===== src/rtl/pool_stream_if.sv =====
// Stream bundle for pool_stream: input pixel channel, output pooled channel and frame_err.
// A beat moves on a channel in the cycle where valid && ready; once valid is high the
// source holds data/last stable and keeps valid high until that cycle.
interface pool_stream_if #(
    parameter int CHANNELS = 18,
    parameter int DATA_W   = 1
);
    localparam int PW = CHANNELS * DATA_W;

    logic          in_valid;
    logic          in_ready;
    logic [PW-1:0] in_data;
    logic          in_last;
    logic          out_valid;
    logic          out_ready;
    logic [PW-1:0] out_data;
    logic          out_last;
    logic          frame_err;

    modport slave (
        input  in_valid, in_data, in_last, out_ready,
        output in_ready, out_valid, out_data, out_last, frame_err
    );

    modport master (
        output in_valid, in_data, in_last, out_ready,
        input  in_ready, out_valid, out_data, out_last, frame_err
    );
endinterface


===== src/rtl/pool_stream.sv =====
// Streaming 2x2 / stride-2 max-pool over raster-ordered pixels with a half-width line buffer.
// Optional macro POOL_SIGNED_EN: per-channel compare becomes two's-complement signed.
module pool_stream #(
    parameter int CHANNELS = 18,
    parameter int DATA_W   = 1,
    parameter int IMG_W    = 24,
    parameter int IMG_H    = 24
) (
    input  logic          clk,
    input  logic          rst,
    pool_stream_if.slave  bus
);
    localparam int PW       = CHANNELS * DATA_W;
    localparam int CW       = $clog2(IMG_W);
    localparam int RW       = $clog2(IMG_H);
    localparam int LB_DEPTH = IMG_W / 2;
    localparam int LBW      = (LB_DEPTH > 1) ? $clog2(LB_DEPTH) : 1;

    function automatic logic [PW-1:0] pix_max(input logic [PW-1:0] a, input logic [PW-1:0] b);
        logic [PW-1:0]     r;
        logic [DATA_W-1:0] ca;
        logic [DATA_W-1:0] cb;
        r = '0;
        for (int c = 0; c < CHANNELS; c++) begin
            ca = a[c*DATA_W +: DATA_W];
            cb = b[c*DATA_W +: DATA_W];
`ifdef POOL_SIGNED_EN
            r[c*DATA_W +: DATA_W] = ($signed(ca) > $signed(cb)) ? ca : cb;
`else
            r[c*DATA_W +: DATA_W] = (ca > cb) ? ca : cb;
`endif
        end
        return r;
    endfunction

    logic [CW-1:0]  col_q, col_d;
    logic [RW-1:0]  row_q, row_d;
    logic [PW-1:0]  hold_q, hold_d;
    logic           out_valid_q, out_valid_d;
    logic [PW-1:0]  out_data_q, out_data_d;
    logic           out_last_q, out_last_d;
    logic           frame_err_q, frame_err_d;

    logic [PW-1:0]  lbuf [LB_DEPTH];
    logic           lbuf_we;
    logic [PW-1:0]  lbuf_wdata;
    logic [LBW-1:0] lbuf_idx;
    logic [PW-1:0]  lbuf_rdata;

    logic in_ready;
    logic accept;
    logic last_col;
    logic last_row;
    logic final_pos;
    logic early_end;

    assign in_ready  = !rst && (!out_valid_q || bus.out_ready);
    assign accept    = bus.in_valid && in_ready;
    assign last_col  = (col_q == CW'(IMG_W - 1));
    assign last_row  = (row_q == RW'(IMG_H - 1));
    assign final_pos = last_col && last_row;
    assign early_end = accept && bus.in_last && !final_pos;

    assign lbuf_idx   = LBW'(col_q >> 1);
    assign lbuf_rdata = lbuf[lbuf_idx];

    always_comb begin
        col_d       = col_q;
        row_d       = row_q;
        hold_d      = hold_q;
        out_valid_d = out_valid_q;
        out_data_d  = out_data_q;
        out_last_d  = out_last_q;
        frame_err_d = 1'b0;
        lbuf_we     = 1'b0;
        lbuf_wdata  = pix_max(hold_q, bus.in_data);

        if (out_valid_q && bus.out_ready) begin
            out_valid_d = 1'b0;
        end

        if (accept) begin
            frame_err_d = (bus.in_last != final_pos);
            // Row parity picks top/bottom half of the window, column parity left/right.
            case ({row_q[0], col_q[0]})
                2'b00:   hold_d  = bus.in_data;
                2'b01:   lbuf_we = 1'b1;
                2'b10:   hold_d  = pix_max(lbuf_rdata, bus.in_data);
                default: begin
                    if (!early_end) begin
                        out_data_d  = pix_max(hold_q, bus.in_data);
                        out_valid_d = 1'b1;
                        out_last_d  = final_pos;
                    end
                end
            endcase

            // A premature in_last abandons the partial frame and resyncs to pixel (0,0).
            if (early_end) begin
                col_d = '0;
                row_d = '0;
            end else if (last_col) begin
                col_d = '0;
                row_d = last_row ? '0 : row_q + RW'(1);
            end else begin
                col_d = col_q + CW'(1);
            end
        end
    end

    always_ff @(posedge clk or posedge rst) begin
        if (rst) begin
            col_q       <= '0;
            row_q       <= '0;
            hold_q      <= '0;
            out_valid_q <= 1'b0;
            out_data_q  <= '0;
            out_last_q  <= 1'b0;
            frame_err_q <= 1'b0;
        end else begin
            col_q       <= col_d;
            row_q       <= row_d;
            hold_q      <= hold_d;
            out_valid_q <= out_valid_d;
            out_data_q  <= out_data_d;
            out_last_q  <= out_last_d;
            frame_err_q <= frame_err_d;
        end
    end

    // Every entry is written on an even row before the odd row reads it, so no reset.
    always_ff @(posedge clk) begin
        if (lbuf_we) begin
            lbuf[lbuf_idx] <= lbuf_wdata;
        end
    end

    assign bus.in_ready  = in_ready;
    assign bus.out_valid = out_valid_q;
    assign bus.out_data  = out_data_q;
    assign bus.out_last  = out_last_q;
    assign bus.frame_err = frame_err_q;
endmodule


===== src/flat_wrapper.sv =====
// flat-port wrapper written by rule: the top's interface ports become plain ports
module pool_stream_flat 
#(
    parameter int CHANNELS = 18,
    parameter int DATA_W   = 1,
    parameter int IMG_W    = 24,
    parameter int IMG_H    = 24
)
  (clk, rst, bus_in_valid, bus_in_data, bus_in_last, bus_out_ready, bus_in_ready, bus_out_valid, bus_out_data, bus_out_last, bus_frame_err);
  pool_stream_if #(.CHANNELS(CHANNELS), .DATA_W(DATA_W)) bus_i ();
  input  logic clk;
  input  logic rst;
  input wire logic [$bits(bus_i.in_valid)-1:0] bus_in_valid;
  input wire logic [$bits(bus_i.in_data)-1:0] bus_in_data;
  input wire logic [$bits(bus_i.in_last)-1:0] bus_in_last;
  input wire logic [$bits(bus_i.out_ready)-1:0] bus_out_ready;
  output wire logic [$bits(bus_i.in_ready)-1:0] bus_in_ready;
  output wire logic [$bits(bus_i.out_valid)-1:0] bus_out_valid;
  output wire logic [$bits(bus_i.out_data)-1:0] bus_out_data;
  output wire logic [$bits(bus_i.out_last)-1:0] bus_out_last;
  output wire logic [$bits(bus_i.frame_err)-1:0] bus_frame_err;
  assign bus_i.in_valid = bus_in_valid;
  assign bus_i.in_data = bus_in_data;
  assign bus_i.in_last = bus_in_last;
  assign bus_i.out_ready = bus_out_ready;
  assign bus_in_ready = bus_i.in_ready;
  assign bus_out_valid = bus_i.out_valid;
  assign bus_out_data = bus_i.out_data;
  assign bus_out_last = bus_i.out_last;
  assign bus_frame_err = bus_i.frame_err;
  pool_stream #(.CHANNELS(CHANNELS), .DATA_W(DATA_W), .IMG_W(IMG_W), .IMG_H(IMG_H)) u_core (.clk(clk), .rst(rst), .bus(bus_i));
endmodule

===== config.mk =====
export PLATFORM = sky130hd
export DESIGN_NAME = pool_stream_flat
export DESIGN_NICKNAME = d
export VERILOG_FILES = /design/src/rtl/pool_stream_if.sv /design/src/rtl/pool_stream.sv /design/src/flat_wrapper.sv
export SDC_FILE = /design/constraint.sdc
export NUM_CORES = 1
export LEC_CHECK = 0
export ABC_AREA = 0
export CAP_MARGIN = 20
export CORE_ASPECT_RATIO = 1.25
export CORE_MARGIN = 2
export CORE_UTILIZATION = 40
export DETAILED_ROUTE_END_ITERATION = 6
export GPL_TIMING_DRIVEN = 0
export PLACE_DENSITY = 0.61
export REMOVE_ABC_BUFFERS = 1
export SLEW_MARGIN = 40
export SYNTH_ARGS = -nofsm -noshare
export SYNTH_HDL_FRONTEND = slang
export SYNTH_SLANG_ARGS = --single-unit

===== constraint.sdc =====
create_clock -name clk -period 7.95 [get_ports clk]
set_input_delay 1.1925 -clock clk [delete_from_list [all_inputs] [get_ports clk]]
set_output_delay 1.1925 -clock clk [all_outputs]
set_load 0.01 [all_outputs]

### Word-level counts from Yosys, hierarchy flattened

Memories as Yosys holds them, arrays and structs flattened.
Cells that the tools add are included.
W data, S select, Z words.

| storage, ports and cells | value |
|---|---|
| bits in registers | 49 |
| RAM bits | 216 |
| bits of input ports | 23 |
| output and inout port bits | 22 |
| logic and storage cells | 121 |
| memories kept | 1 |

Memory list:

| memory | depth | bits a word | rd ports | clocked after Yosys merged registers in | wr ports | RTL line | text |
|---|---|---|---|---|---|---|---|
| u_core.lbuf | 12 | 18 | 1 | 0 | 1 | pool_stream.sv:44 | `logic [PW-1:0] lbuf [LB_DEPTH];` |

| operators by class | value |
|---|---|
| add/sub/neg operators | 2 |
| order comparisons | 36 |
| equality and inequality tests | 5 |
| multiplexer cells | 51 |
| bitwise logic cells | 2 |
| reduce and logical (&&, ||, !) cells | 17 |

Operator list:

| kind | number |
|---|---|
| $mux W1 | 45 |
| $gt A1 B1 Y1 | 36 |
| $pmux W18 S2 | 1 |
| $mux W5 | 5 |
| $add A5 B1 Y5 const B | 2 |
| $eq A5 B5 Y1 const B | 2 |
| $logic_and A1 B1 Y1 | 6 |
| $reduce_and A2 Y1 | 2 |
| $reduce_bool A2 Y1 | 2 |
| $logic_not A1 Y1 | 3 |
| $reduce_and A3 Y1 | 1 |
| $reduce_or A3 Y1 | 1 |
| $eq A2 B1 Y1 const B | 1 |
| $eq A2 B2 Y1 const B | 1 |
| $logic_not A2 Y1 | 1 |
| $not A1 Y1 | 2 |
| $logic_or A1 B1 Y1 | 1 |
| $ne A1 B1 Y1 | 1 |

### Longest topological paths before layout

| depth | value |
|---|---|
| depth after elaboration | 9 |
| gate-level depth with buffers | 7 |

### Worst setup path before layout

No wires, ideal clock.

| timing path | value |
|---|---|
| path type | input to register |
| start point | in bus_out_ready |
| end point | mem u_core.lbuf[0][0] in the netlist's numbering (enable) |
| setup time | 416 ps |
| arrival | 3468 ps |
| slack | 4067 ps |
| stages on the path | 5 |
| buffers on the path | 1 |
| cell sequence | nor2b_1 > buf_2 > nor4_1 > or3b_2 > nor3_1 |

| on the way | value |
|---|---|
| word-level cells in the longest chain between the ends | 6 |

Ends and longest elaborated chain:

| item | RTL line | text |
|---|---|---|
| from (decl) | flat_wrapper.sv:16 | `input wire logic [$bits(bus_i.out_ready)-1:0] bus_out_ready;` |
| $logic_or A1 B1 Y1 | pool_stream.sv:57 | `assign in_ready = !rst && (!out_valid_q \|\| bus.out_ready);` |
| $logic_and A1 B1 Y1 | pool_stream.sv:57 |  |
| $logic_and A1 B1 Y1 | pool_stream.sv:58 | `assign accept = bus.in_valid && in_ready;` |
| $mux W1 | pool_stream.sv:82 | `if (accept) begin` |
| $mux W1 | pool_stream.sv:133 | `if (lbuf_we) begin` |
| $mux W1 (not written as such) | pool_stream.sv:134 | `lbuf[lbuf_idx] <= lbuf_wdata;` |
| to (decl) | pool_stream.sv:44 |  |

Every way passes these cells.

### Worst setup path in the final report

| timing path | value |
|---|---|
| start point | in bus_out_ready |
| end point | out bus_in_ready |

| on the way | value |
|---|---|
| word-level cells in the longest chain between the ends | 2 |

Ends and longest elaborated chain:

| item | RTL line | text |
|---|---|---|
| $logic_or A1 B1 Y1 | pool_stream.sv:57 |  |
| $logic_and A1 B1 Y1 | pool_stream.sv:57 |  |
| to (decl) | flat_wrapper.sv:17 | `output wire logic [$bits(bus_i.in_ready)-1:0] bus_in_ready;` |

Every way passes these cells.

==> flow_metrics.env <==
export IMPL_worstPathArrival_ns=2.71
export IMPL_grt_max_degree=35
export IMPL_routed_wl_um=22700
export IMPL_timing_slew_headroom=0.470
export IMPL_post_route_util=0.483
export IMPL_vias=5467
export IMPL_drive_gt1_frac=0.271
export IMPL_setup_slack_ns=4.05
export IMPL_fin_skew_ns=0.0104
export IMPL_routabilityCongestion=0.796
export IMPL_drc=0
export IMPL_coreArea_um2=26200
export IMPL_synth_main_ff_cell="edfxtp_1"
export IMPL_die_h_um=187
export IMPL_power_density_nw_per_um2=243
export IMPL_h_tree_depth=1
export IMPL_leakage_nw=4.23
export IMPL_fin_crit_ns=3.90
export IMPL_wl_per_cell_um=23.0
export IMPL_dr_pass1_iters=5
export IMPL_multi_input_area_um2=2780
export IMPL_ant_nets=0
export IMPL_grtUsageMet3=0.0191
export IMPL_yosys_register_bits=265
export IMPL_syn_area_um2=10700
export IMPL_hold_slack_ns=0.509
export IMPL_synth_edf_count=216
export IMPL_worstPathRequired_ns=6.76
export IMPL_worstSetupPathType="input pin to output pin"
export IMPL_ys_warn_count=0
export IMPL_grt_usage=0.165
export IMPL_grt_pass1_vias=5805
export IMPL_use_met1=0.210
export IMPL_worst_pin_slew_ns=0.795
export IMPL_rsz0062_at_grt="no"
export IMPL_post_place_ws_ns=3.72
export IMPL_start_kind="input pin"
export IMPL_clock_sinks=265
export IMPL_cp_end_kind="output pin"
export IMPL_min_period_over_period=0.491
export IMPL_post_cts_buffers=0
export IMPL_grt_pass1_wl_um=34600
export IMPL_rows=66
export IMPL_crit_path_top_delay_cell="nor2b_1"
export IMPL_io_buffers=44
export IMPL_routed_via_density=5.52
export IMPL_status="finished, final reports clean"
export IMPL_met2_usage=0.295
export IMPL_finalHoldViolations=0
export IMPL_area_delta_synth_final_pct=18.4
export IMPL_fmax_ghz=0.256
export IMPL_ys_seq_area_frac=0.722
export IMPL_insertion_delay_ns=0.53
export IMPL_post_synth_top_area_cell="edfxtp_1"
export IMPL_ys_types=39
export IMPL_numCtsBuffers=26
export IMPL_critPathMaxStageDelay_ns=0.52
export IMPL_synth_area_leaders="edfxtp_1 (61%), dfrtp_1 (11%), mux4_1 (6.9%), mux4_2 (5.5%), mux2_2 (3.8%)"
export IMPL_cts_tree="built"
export IMPL_avgSynthCellArea_um2=19.1
export IMPL_layout_commonest_cell="edfxtp_1"
export IMPL_nets=655
export IMPL_clockRootBuffer="clkbuf_16"
export IMPL_async_flop_share=0.185
export IMPL_setup_tns_ns=0
export IMPL_crit_buf_inv=2
export IMPL_max_vdd_ir_drop_mv=0.145
export IMPL_path_delay_family="buffers and inverters"
export IMPL_max_cap_violations=0
export IMPL_crit_chain="clkdlybuf4s50_1, nor2b_1, nor2_1, clkdlybuf4s50_1"
export IMPL_cp_max_fo=8
export IMPL_drv_slew=0
export IMPL_grt_remaining_overflow=0
export IMPL_hpwl_um=14800
export IMPL_hold_buffers=0
export IMPL_clk_pin_slew_ns=0.06
export IMPL_die_x_um=150
export IMPL_syn_inst=560
export IMPL_first_iter_violations=373
export IMPL_setup_viol=0
export IMPL_final_cell_mix="edfxtp_1 (216), dfrtp_1 (46), clkdlybuf4s50_1 (44)"
export IMPL_fp_dieArea_um2=28000
export IMPL_hp_class="flip-flop to flip-flop"
export IMPL_cts_resized=0
export IMPL_initial_core_util=0.408
export IMPL_fillCellCount=2119
export IMPL_register_area_um2=7720
export IMPL_diodes=0
export IMPL_antenna_found_initial=0
export IMPL_synth_top_area_frac=0.607
export IMPL_clk_path_buf_depth=3
export IMPL_top_usage_layer="met2"
export IMPL_pin_count=45
export IMPL_cpMostUsedCell="clkdlybuf4s50_1"
-- synth_stat cells (2+ instances only) --
cell	number
edfxtp_1	216
mux4_1	28
o31ai_1	4
ha_1	2
mux4_2	26
buf_2	11
or3_1	3
nand2b_1	5
o21ai_0	31
nand3b_1	2
inv_1	20
nand2_1	10
buf_6	7
or4_1	2
nand4b_1	2
a21oi_1	21
clkbuf_1	11
o32ai_2	5
o32ai_1	13
o41ai_1	2
nor3_1	5
dfrtp_1	49
nand4_1	2
or2_2	18
nor2_1	11
mux2_2	36
a31oi_1	2
nor2b_1	2
nand3_1	4
-- registers in the layout, indices dropped and copies added (netlist names) --
signal / flops
u_core.bus.out_valid: 1
u_core.lbuf: 216
u_core.bus.out_data: 18
u_core.bus.frame_err: 1
u_core.hold_q: 18
u_core.row_q: 5
u_core.bus.out_last: 1
u_core.col_q: 5
-- through the flow --
stage	instances	power [mW]	instance area, um^2
final	990	3.07	12600
after global routing	990	3.19	12600
after CTS	990	3.11	12600
after detailed placement	942	1.89	11800
after global placement	913	1.87	11300
after floorplan	529	1.80	10500
-- cells by family (layout without fill, tap and decap cells) --
kind of cell               after synthesis  count (layout)  synth area share
DFF                                    265             265             0.722
muxes                                   90              90             0.162
AOI/OAI and AO/OA                       81              81            0.0504
and+or+nand+nor                         71              71            0.0376
buffers and inverters                   51             141            0.0257
adders and majority gates                2               2           0.00234
-- worst paths after layout --
| path | endpoint | slack, ns | depth (start not counted) | from |
|---|---|---|---|---|
| worst min register to register | u_core.bus.out_data[1]$_DFFE_PP0P_ | 0.51 | 1 | u_core.bus.out_data[1]$_DFFE_PP0P_ |
| worst max register to register | u_core.lbuf[1][16]$_DFFE_PP_ | 5.00 | 6 | u_core.col_q[0]$_DFFE_PP0P_ |
| max in group asynchronous | u_core.hold_q[13]$_DFFE_PP0P_ | 6.32 | 3 | rst |
| worst max-delay path | bus_in_ready | 4.05 | 4 | bus_out_ready |
| min in group asynchronous | u_core.hold_q[8]$_DFFE_PP0P_ | 1.12 | 2 | rst |
| worst min-delay path | u_core.bus.out_data[1]$_DFFE_PP0P_ | 0.51 | 1 | u_core.bus.out_data[1]$_DFFE_PP0P_ |
-- layer usage --
layer | vias to the layer above | routed length, um
li1 | 2416 | -
met1 | 2847 | 9160
met2 | 166 | 12300
met3 | 38 | 866
met4 | 0 | 471
met5 | - | 0
-- cell type report --
class / instances / share of cell area
Clock buffer: 35 / 0.0582
Timing Repair Buffer: 73 / 0.0615
Tap cell: 340 / 0.0337
Sequential cell: 265 / 0.611
Inverter: 20 / 0.00614
Clock inverter: 13 / 0.00960
Multi-Input combinational cell: 244 / 0.220
-- power by group --
group / internal, mW / leakage (nW) / switching (mW) / total [mW]
combinational: 0.117 / 1.27 / 0.134 / 0.251
sequential: 1.57 / 2.54 / 0.0333 / 1.61
clock: 0.715 / 0.420 / 0.501 / 1.22
total: 2.41 / 4.23 / 0.668 / 3.07
-- worst register-to-register path, cell delays in order, from the launching register on --
cell      delay, ns
dfrtp_1        0.55
inv_1          0.11
nor4_1         0.56
nand3b_1       0.36
nor3_2         0.61
buf_6          0.22
buf_2          0.24
(Power assumes the default switching activity.)
